### config.mk
export PLATFORM = sky130hd
export DESIGN_NAME = display_hdmi_yuv422_to_rgb
export DESIGN_NICKNAME = d
export VERILOG_FILES = /design/src/rtl/display_hdmi_pkg.sv /design/src/rtl/display_hdmi_yuv2rgb_matrix.sv /design/src/rtl/display_hdmi_yuv422_to_rgb.sv
export SDC_FILE = /design/constraint.sdc
export NUM_CORES = 1
export LEC_CHECK = 0
export CAP_MARGIN = 20
export CORE_MARGIN = 8
export CORE_UTILIZATION = 45
export CTS_BUF_LIST = sky130_fd_sc_hd__clkbuf_8
export DETAILED_ROUTE_END_ITERATION = 10
export GPL_TIMING_DRIVEN = 0
export PLACE_DENSITY = 0.67
export SLEW_MARGIN = 40
export SYNTH_ARGS = -nofsm -noshare
export SYNTH_HDL_FRONTEND = slang
export SYNTH_SLANG_ARGS = --single-unit
### constraint.sdc
create_clock -name iHdmiClk -period 14.3 [get_ports iHdmiClk]
set_input_delay 3.575 -clock iHdmiClk [delete_from_list [all_inputs] [get_ports iHdmiClk]]
set_output_delay 3.575 -clock iHdmiClk [all_outputs]
set_load 0.03 [all_outputs]
### src/rtl/display_hdmi_pkg.sv
// Shared constants and types for the HDMI YCbCr 4:2:2 -> RGB receive path.
package display_hdmi_pkg;

    // Width of the signed accumulator used for the colour matrix sums.
    localparam int SUM_W = 22;
    // Width of the offset-removed signed Y/Cb/Cr components.
    localparam int COMP_W = 9;

    // BT.601 limited-range coefficients scaled by 2^10.
    localparam logic signed [SUM_W-1:0] K_Y    = 22'sd1192;
    localparam logic signed [SUM_W-1:0] K_R_CR = 22'sd1634;
    localparam logic signed [SUM_W-1:0] K_G_CB = 22'sd401;
    localparam logic signed [SUM_W-1:0] K_G_CR = 22'sd832;
    localparam logic signed [SUM_W-1:0] K_B_CB = 22'sd2066;

    // One 16-bit 4:2:2 sample as it arrives on the HDMI side.
    typedef struct packed {
        logic [7:0] c;
        logic [7:0] y;
    } yuv422_pix_t;

    // Clamp a signed matrix result into the 8-bit colour range.
    function automatic logic [7:0] sat_u8(input logic signed [SUM_W-1:0] v);
        if (v[SUM_W-1]) begin
            return 8'd0;
        end
        if (v > SUM_W'(255)) begin
            return 8'd255;
        end
        return v[7:0];
    endfunction

endpackage

### src/rtl/display_hdmi_yuv2rgb_matrix.sv
// Three-stage YCbCr -> RGB colour matrix: multiply, sum with rounding, shift and clamp.
// A sideband bus travels with the valid so syncs stay aligned to the pixels.
module display_hdmi_yuv2rgb_matrix
    import display_hdmi_pkg::*;
#(
    parameter int COEF_FRAC = 10,
    parameter int SB_W      = 2
) (
    input  logic                     iHdmiClk,
    input  logic                     iArst,
    input  logic                     in_valid,
    input  logic [SB_W-1:0]          in_sb,
    input  logic signed [COMP_W-1:0] y_in,
    input  logic signed [COMP_W-1:0] cb_in,
    input  logic signed [COMP_W-1:0] cr_in,
    output logic                     out_valid,
    output logic [SB_W-1:0]          out_sb,
    output logic [7:0]               red,
    output logic [7:0]               green,
    output logic [7:0]               blue
);

    localparam logic signed [SUM_W-1:0] ROUND = SUM_W'(1) <<< (COEF_FRAC - 1);

    logic signed [SUM_W-1:0] y_ext;
    logic signed [SUM_W-1:0] cb_ext;
    logic signed [SUM_W-1:0] cr_ext;

    assign y_ext  = SUM_W'(y_in);
    assign cb_ext = SUM_W'(cb_in);
    assign cr_ext = SUM_W'(cr_in);

    logic                    valid_s2_reg;
    logic [SB_W-1:0]         sb_s2_reg;
    logic signed [SUM_W-1:0] py_reg;
    logic signed [SUM_W-1:0] p_r_cr_reg;
    logic signed [SUM_W-1:0] p_g_cb_reg;
    logic signed [SUM_W-1:0] p_g_cr_reg;
    logic signed [SUM_W-1:0] p_b_cb_reg;

    logic                    valid_s3_reg;
    logic [SB_W-1:0]         sb_s3_reg;
    logic signed [SUM_W-1:0] sum_s3_reg [3];

    logic                    valid_s4_reg;
    logic [SB_W-1:0]         sb_s4_reg;
    logic [7:0]              rgb_s4_reg [3];
    logic [7:0]              sat_s4 [3];

    // S2: all coefficient products in parallel.
    always_ff @(posedge iHdmiClk or posedge iArst) begin
        if (iArst) begin
            valid_s2_reg <= 1'b0;
            sb_s2_reg    <= '0;
            py_reg       <= '0;
            p_r_cr_reg   <= '0;
            p_g_cb_reg   <= '0;
            p_g_cr_reg   <= '0;
            p_b_cb_reg   <= '0;
        end else begin
            valid_s2_reg <= in_valid;
            sb_s2_reg    <= in_sb;
            py_reg       <= y_ext  * K_Y;
            p_r_cr_reg   <= cr_ext * K_R_CR;
            p_g_cb_reg   <= cb_ext * K_G_CB;
            p_g_cr_reg   <= cr_ext * K_G_CR;
            p_b_cb_reg   <= cb_ext * K_B_CB;
        end
    end

    // S3: per-channel sums with half-LSB rounding folded in.
    always_ff @(posedge iHdmiClk or posedge iArst) begin
        if (iArst) begin
            valid_s3_reg <= 1'b0;
            sb_s3_reg    <= '0;
            for (int i = 0; i < 3; i++) begin
                sum_s3_reg[i] <= '0;
            end
        end else begin
            valid_s3_reg  <= valid_s2_reg;
            sb_s3_reg     <= sb_s2_reg;
            sum_s3_reg[0] <= py_reg + p_r_cr_reg + ROUND;
            sum_s3_reg[1] <= py_reg - p_g_cb_reg - p_g_cr_reg + ROUND;
            sum_s3_reg[2] <= py_reg + p_b_cb_reg + ROUND;
        end
    end

    // S4 combinational part: drop the fraction and clamp each channel.
    for (genvar gi = 0; gi < 3; gi++) begin : g_sat
        logic signed [SUM_W-1:0] shifted;
        assign shifted    = sum_s3_reg[gi] >>> COEF_FRAC;
        assign sat_s4[gi] = sat_u8(shifted);
    end

    // S4 register: blank colour outside the active region.
    always_ff @(posedge iHdmiClk or posedge iArst) begin
        if (iArst) begin
            valid_s4_reg <= 1'b0;
            sb_s4_reg    <= '0;
            for (int i = 0; i < 3; i++) begin
                rgb_s4_reg[i] <= '0;
            end
        end else begin
            valid_s4_reg <= valid_s3_reg;
            sb_s4_reg    <= sb_s3_reg;
            for (int i = 0; i < 3; i++) begin
                rgb_s4_reg[i] <= valid_s3_reg ? sat_s4[i] : 8'd0;
            end
        end
    end

    assign out_valid = valid_s4_reg;
    assign out_sb    = sb_s4_reg;
    assign red       = rgb_s4_reg[0];
    assign green     = rgb_s4_reg[1];
    assign blue      = rgb_s4_reg[2];

endmodule

### src/rtl/display_hdmi_yuv422_to_rgb.sv
// HDMI YCbCr 4:2:2 -> 24-bit RGB with active-high syncs, fixed 5-cycle latency.
// Owns sync normalisation, chroma pairing, frame counting and odd-line detection.
module display_hdmi_yuv422_to_rgb
    import display_hdmi_pkg::*;
#(
    parameter logic [7:0] Y_OFFSET    = 8'd16,
    parameter logic [7:0] C_OFFSET    = 8'd128,
    parameter int         COEF_FRAC   = 10,
    parameter logic       SYNC_IN_LOW = 1'b1
) (
    input  logic        iHdmiClk,
    input  logic        iArst,
    input  logic        iHdmiYuvVs,
    input  logic        iHdmiYuvHs,
    input  logic        iHdmiYuvDe,
    input  logic [15:0] iv16HdmiYuvData,
    output logic [7:0]  ov8Red,
    output logic [7:0]  ov8Green,
    output logic [7:0]  ov8Blue,
    output logic        oRgbVd,
    output logic        oRgbVs,
    output logic        oRgbHs,
    output logic [11:0] ov12FrameCnt,
    output logic        oOddLine
);

    logic vs_norm;
    logic hs_norm;

    assign vs_norm = SYNC_IN_LOW ? ~iHdmiYuvVs : iHdmiYuvVs;
    assign hs_norm = SYNC_IN_LOW ? ~iHdmiYuvHs : iHdmiYuvHs;

    // S0 state: phase_reg is the phase the next De-high sample will take.
    yuv422_pix_t s0_pix_reg;
    logic        s0_de_reg;
    logic        s0_vs_reg;
    logic        s0_hs_reg;
    logic        s0_odd_reg;
    logic        phase_reg;

    // S1 state: Y (and its own chroma byte) delayed one cycle so the
    // following sample's Cr is visible when an even pixel is converted.
    yuv422_pix_t s1_pix_reg;
    logic        s1_de_reg;
    logic        s1_vs_reg;
    logic        s1_hs_reg;
    logic        s1_odd_reg;
    logic [7:0]  cb_hold_reg;

    logic [11:0] frame_cnt_reg;
    logic        odd_line_reg;

    logic [7:0]  cb_sel;
    logic [7:0]  cr_sel;
    logic        line_ends_odd;

    logic signed [COMP_W-1:0] y_c;
    logic signed [COMP_W-1:0] cb_c;
    logic signed [COMP_W-1:0] cr_c;

    // S0: capture inputs, normalise syncs, tag each active pixel with its phase.
    always_ff @(posedge iHdmiClk or posedge iArst) begin
        if (iArst) begin
            s0_pix_reg <= '0;
            s0_de_reg  <= 1'b0;
            s0_vs_reg  <= 1'b0;
            s0_hs_reg  <= 1'b0;
            s0_odd_reg <= 1'b0;
            phase_reg  <= 1'b0;
        end else begin
            s0_pix_reg <= yuv422_pix_t'(iv16HdmiYuvData);
            s0_de_reg  <= iHdmiYuvDe;
            s0_vs_reg  <= vs_norm;
            s0_hs_reg  <= hs_norm;
            if (iHdmiYuvDe) begin
                s0_odd_reg <= phase_reg;
                phase_reg  <= ~phase_reg;
            end else begin
                s0_odd_reg <= 1'b0;
                phase_reg  <= 1'b0;
            end
        end
    end

    // S1: one-cycle delay of the pixel plus the Cb hold for the odd partner.
    always_ff @(posedge iHdmiClk or posedge iArst) begin
        if (iArst) begin
            s1_pix_reg  <= '0;
            s1_de_reg   <= 1'b0;
            s1_vs_reg   <= 1'b0;
            s1_hs_reg   <= 1'b0;
            s1_odd_reg  <= 1'b0;
            cb_hold_reg <= '0;
        end else begin
            s1_pix_reg <= s0_pix_reg;
            s1_de_reg  <= s0_de_reg;
            s1_vs_reg  <= s0_vs_reg;
            s1_hs_reg  <= s0_hs_reg;
            s1_odd_reg <= s0_odd_reg;
            if (s1_de_reg && !s1_odd_reg) begin
                cb_hold_reg <= s1_pix_reg.c;
            end
        end
    end

    // Chroma pairing: even pixel takes its own Cb and the next sample's Cr;
    // odd pixel reuses the held Cb and its own Cr. An even pixel with no
    // successor ends an odd-length line and gets neutral Cr.
    always_comb begin
        cb_sel        = s1_pix_reg.c;
        cr_sel        = C_OFFSET;
        line_ends_odd = 1'b0;
        if (s1_odd_reg) begin
            cb_sel = cb_hold_reg;
            cr_sel = s1_pix_reg.c;
        end else if (s0_de_reg) begin
            cr_sel = s0_pix_reg.c;
        end else begin
            line_ends_odd = s1_de_reg;
        end
    end

    assign y_c  = $signed({1'b0, s1_pix_reg.y} - {1'b0, Y_OFFSET});
    assign cb_c = $signed({1'b0, cb_sel} - {1'b0, C_OFFSET});
    assign cr_c = $signed({1'b0, cr_sel} - {1'b0, C_OFFSET});

    // Frame counter on the normalised Vs rising edge; sticky odd-line flag.
    always_ff @(posedge iHdmiClk or posedge iArst) begin
        if (iArst) begin
            frame_cnt_reg <= '0;
            odd_line_reg  <= 1'b0;
        end else begin
            if (vs_norm && !s0_vs_reg) begin
                frame_cnt_reg <= frame_cnt_reg + 12'd1;
            end
            if (line_ends_odd) begin
                odd_line_reg <= 1'b1;
            end
        end
    end

    logic [1:0] sync_out;

    display_hdmi_yuv2rgb_matrix #(
        .COEF_FRAC (COEF_FRAC),
        .SB_W      (2)
    ) u_matrix (
        .iHdmiClk  (iHdmiClk),
        .iArst     (iArst),
        .in_valid  (s1_de_reg),
        .in_sb     ({s1_vs_reg, s1_hs_reg}),
        .y_in      (y_c),
        .cb_in     (cb_c),
        .cr_in     (cr_c),
        .out_valid (oRgbVd),
        .out_sb    (sync_out),
        .red       (ov8Red),
        .green     (ov8Green),
        .blue      (ov8Blue)
    );

    assign oRgbVs       = sync_out[1];
    assign oRgbHs       = sync_out[0];
    assign ov12FrameCnt = frame_cnt_reg;
    assign oOddLine     = odd_line_reg;

endmodule

==> impl_metrics.tcl <==
set metrics [dict create \
    status "complete, no violations" \
    cts.clk_slew.worst_paths_ns 0.06 \
    power_frac_seq 0.250 \
    wl_per_cell_um 15.14 \
    slew-limit-headroom 0.5482 \
    design.portCount 61 \
    grt_pass1_vias 9348 \
    avgSynthCellArea_um2 11.46 \
    skew_ns 0.01029 \
    arrival_ns 6.21 \
    p_per_area_nw_per_um2 223.3 \
    clock_latency_ns 0.52 \
    crit_type "flip-flop to flip-flop" \
    antennaDiodeCount 0 \
    r2r-start "s1_odd_reg" \
    syn_inst 1270 \
    dp_hpwl_mm 22.23 \
    fillers 2858 \
    min_period_ns 5.868 \
    stdcell_area_um2 16490 \
    critPathMaxFanout 10 \
    tns_ns 0 \
    hold_viol 0 \
    rows 66 \
    drtIter0Drc 348 \
    yosys.area.top_type "dfrtp_1" \
    drcViolationCount 0 \
    r2r_slack_ns 8.43 \
    synth_edf_count 0 \
    fp.dieH_um 195.8 \
    crit_buf_inv 3 \
    start_kind "flip-flop" \
    num_vias 9149 \
    final_core_util 0.5119 \
    ant_nets 0 \
    whs_ns 0.3470 \
    cts_resized 0 \
    grt_overflow_total 0 \
    cts.sinks 218 \
    drtPass1Iterations 5 \
    fmax_ghz 0.1704 \
    min_period_over_period 0.4103 \
    dp_slack_ns 8.336 \
    hp-class "flip-flop to flip-flop" \
    synth_xor_area_frac 0.06079 \
    internal-power_mw 2.110 \
    die_w_um 195.8 \
    postCtsSetupBuffers 0 \
    synthDistinctLibCells 63 \
    synth.most_common_cell "ha_1" \
    grt_pass1_wl_mm 45.96 \
    total_power_mw 3.681 \
    hold_buffers 0 \
    antenna_found_initial 1 \
    swShare 0.4268 \
    postSynth.asyncResetShare 1.000 \
    synthMuxAreaShare 0.01221 \
    routed_wl_mm 27.36 \
    crit_chain "clkbuf_1 -> buf_1 -> mux2i_1 -> inv_1 -> ha_1 -> ha_1 -> fa_1 -> fa_1 -> ha_1 -> ha_1 -> a21oi_1 -> nor2b_1 -> nor2_1 -> o21ai_1 -> a2111oi_1" \
    synthAdderAreaFrac 0.3448 \
    critPathCaptureType "flip-flop" \
    finalWorstSetupSlack_ns 8.432 \
    yosys_warnings 0 \
    drv_slew 0 \
    synth.area.top_cells "dfrtp_1 (37%), ha_1 (27%), fa_1 (7.6%), inv_1 (4.6%), xnor2_1 (4.0%)" \
    worst_slew_pin_slew_ns 0.6777 \
    path_depth 15 \
    synth_top_family_by_area "adder cells" \
    worstSetupEndpoint "u_matrix.p_g_cb_reg[17]" \
    gp_congestion 0.8179 \
    io_buffers 60 \
    crit_top_cell "ha_1" \
    synthFlopType "dfrtp_1" \
    path_delay_family "adder cells" \
    ir_worst_vdd_v 0.0001933 \
    ys_seq_elements 218 \
    syn-num-nets 1659 \
    fin_cells 1807 \
    drv_cap 0 \
    synth-compound-area-share 0.09724 \
    p_leak_nw 8.481 \
    grt_max_degree 79 \
    power_switching_mw 1.571 \
    reg2reg_depth 15 \
    slowest_stage "a2111oi_1" \
    final-setup-viol-count 0 \
    track_usage 0.1474 \
    start_util 0.4519 \
    startpoint "s1_odd_reg" \
    via_per_inst 5.063 \
    place_area_um2 15730 \
    synth_common_cells "ha_1 (313), dfrtp_1 (218), inv_1 (177), xnor2_1 (67), a21oi_1 (59)" \
    rsz0062_at_grt "no" \
    synth_area_um2 14550 \
    cts_tree "built" \
    synth.top_cell.area_share 0.3749 \
    htree_levels 2 \
    place_inst 1740 \
    synthSimpleGateAreaFrac 0.06139 \
    core_um2 32210 \
    final_nets 1762 \
    required_ns 14.64 \
    clockPowerShare 0.150 \
    p_comb_frac 0.600 \
    rr_endpoint "u_matrix.p_g_cb_reg[17]" \
    root_buffer "clkbuf_8" \
    cts_buffer_depth 3 \
    largest_reg_flops 36 \
    cts_buffers 39 \
    drive_gt1_frac 0.06433 \
    synth-seq-area-share 0.3749 \
    dieArea_um2 38350 \
    slowest_delay_ns 0.66 \
    areaGrowthSynthToFinish_pct 13.28 \
]
metal layers:
layer / track usage / wire (um)
met2: 0.2447 / 12470
met3: 0.02793 / 1208
met4: 0.04801 / 763
met5: 0 / 0
met1: 0.1920 / 12930
cells by family after synthesis:
kind of cell               after synthesis
DFF                                    218
muxes                                   16
buffers and inverters                  189
AOI/OAI and AO/OA                      207
and+or+nand+nor                        171
adders and majority gates              368
xor gates and xnor gates               101
power groups by stage:
stage | Clock (mW) | Sequential (mW) | Combinational, mW
after detailed placement | 0 | 0.937 | 2.19
final | 0.552 | 0.921 | 2.21
after global routing | 0.603 | 0.942 | 2.48
after floorplan | 0 | 0.960 | 1.62
after CTS | 0.576 | 0.927 | 2.21
after global placement | 0 | 0.936 | 2.13
final cells by class:
| class | instances | area [um2] | area share |
|---|---|---|---|
| sequential | 218 | 5455 | 0.3309 |
| tap | 408 | 510.5 | 0.03097 |
| clock inverter | 21 | 120.1 | 0.007286 |
| clock buffer | 46 | 633.1 | 0.03840 |
| buffer | 12 | 46.29 | 0.002808 |
| timing repair buffer | 62 | 655.6 | 0.03977 |
| inverter | 177 | 671.9 | 0.04076 |
| multi-input combinational | 863 | 8393 | 0.5091 |
worst min-delay path by stage:
stage,slack [ns],end,start,depth (start not counted)
6_report,0.35,u_matrix.sb_s2_reg[1],s1_vs_reg,0
5_1_grt,0.35,s1_pix_reg[4],s0_pix_reg[4],0
4_1_cts,0.35,u_matrix.sb_s2_reg[1],s1_vs_reg,0
3_5_place_dp,0.33,u_matrix.sb_s2_reg[1],s1_vs_reg,0
3_3_place_gp,0.33,s1_pix_reg[4],s0_pix_reg[4],0
2_1_floorplan,0.33,s1_hs_reg,s0_hs_reg,0
cell usage in the layout, fill, tap and decap left out, types with 5 or more instances in the layout:
cell type / instances
clkbuf_1: 9
clkinv_2: 6
a21oi_1: 59
o21ai_0: 22
and3_1: 9
nor2_1: 43
xor2_1: 34
a22o_1: 7
nand2b_1: 5
nand2_1: 31
nand4_1: 6
inv_1: 188
and2_1: 7
nor2b_1: 19
clkbuf_8: 46
ha_1: 313
o21bai_1: 7
xnor2_1: 67
a21o_1: 22
or3_1: 5
o21a_1: 37
fa_1: 55
nand3_1: 12
dfrtp_1: 218
nor3_1: 14
a31oi_1: 5
mux2_2: 14
o21ai_1: 5
clkdlybuf4s50_1: 60
(Power assumes the default switching activity.)
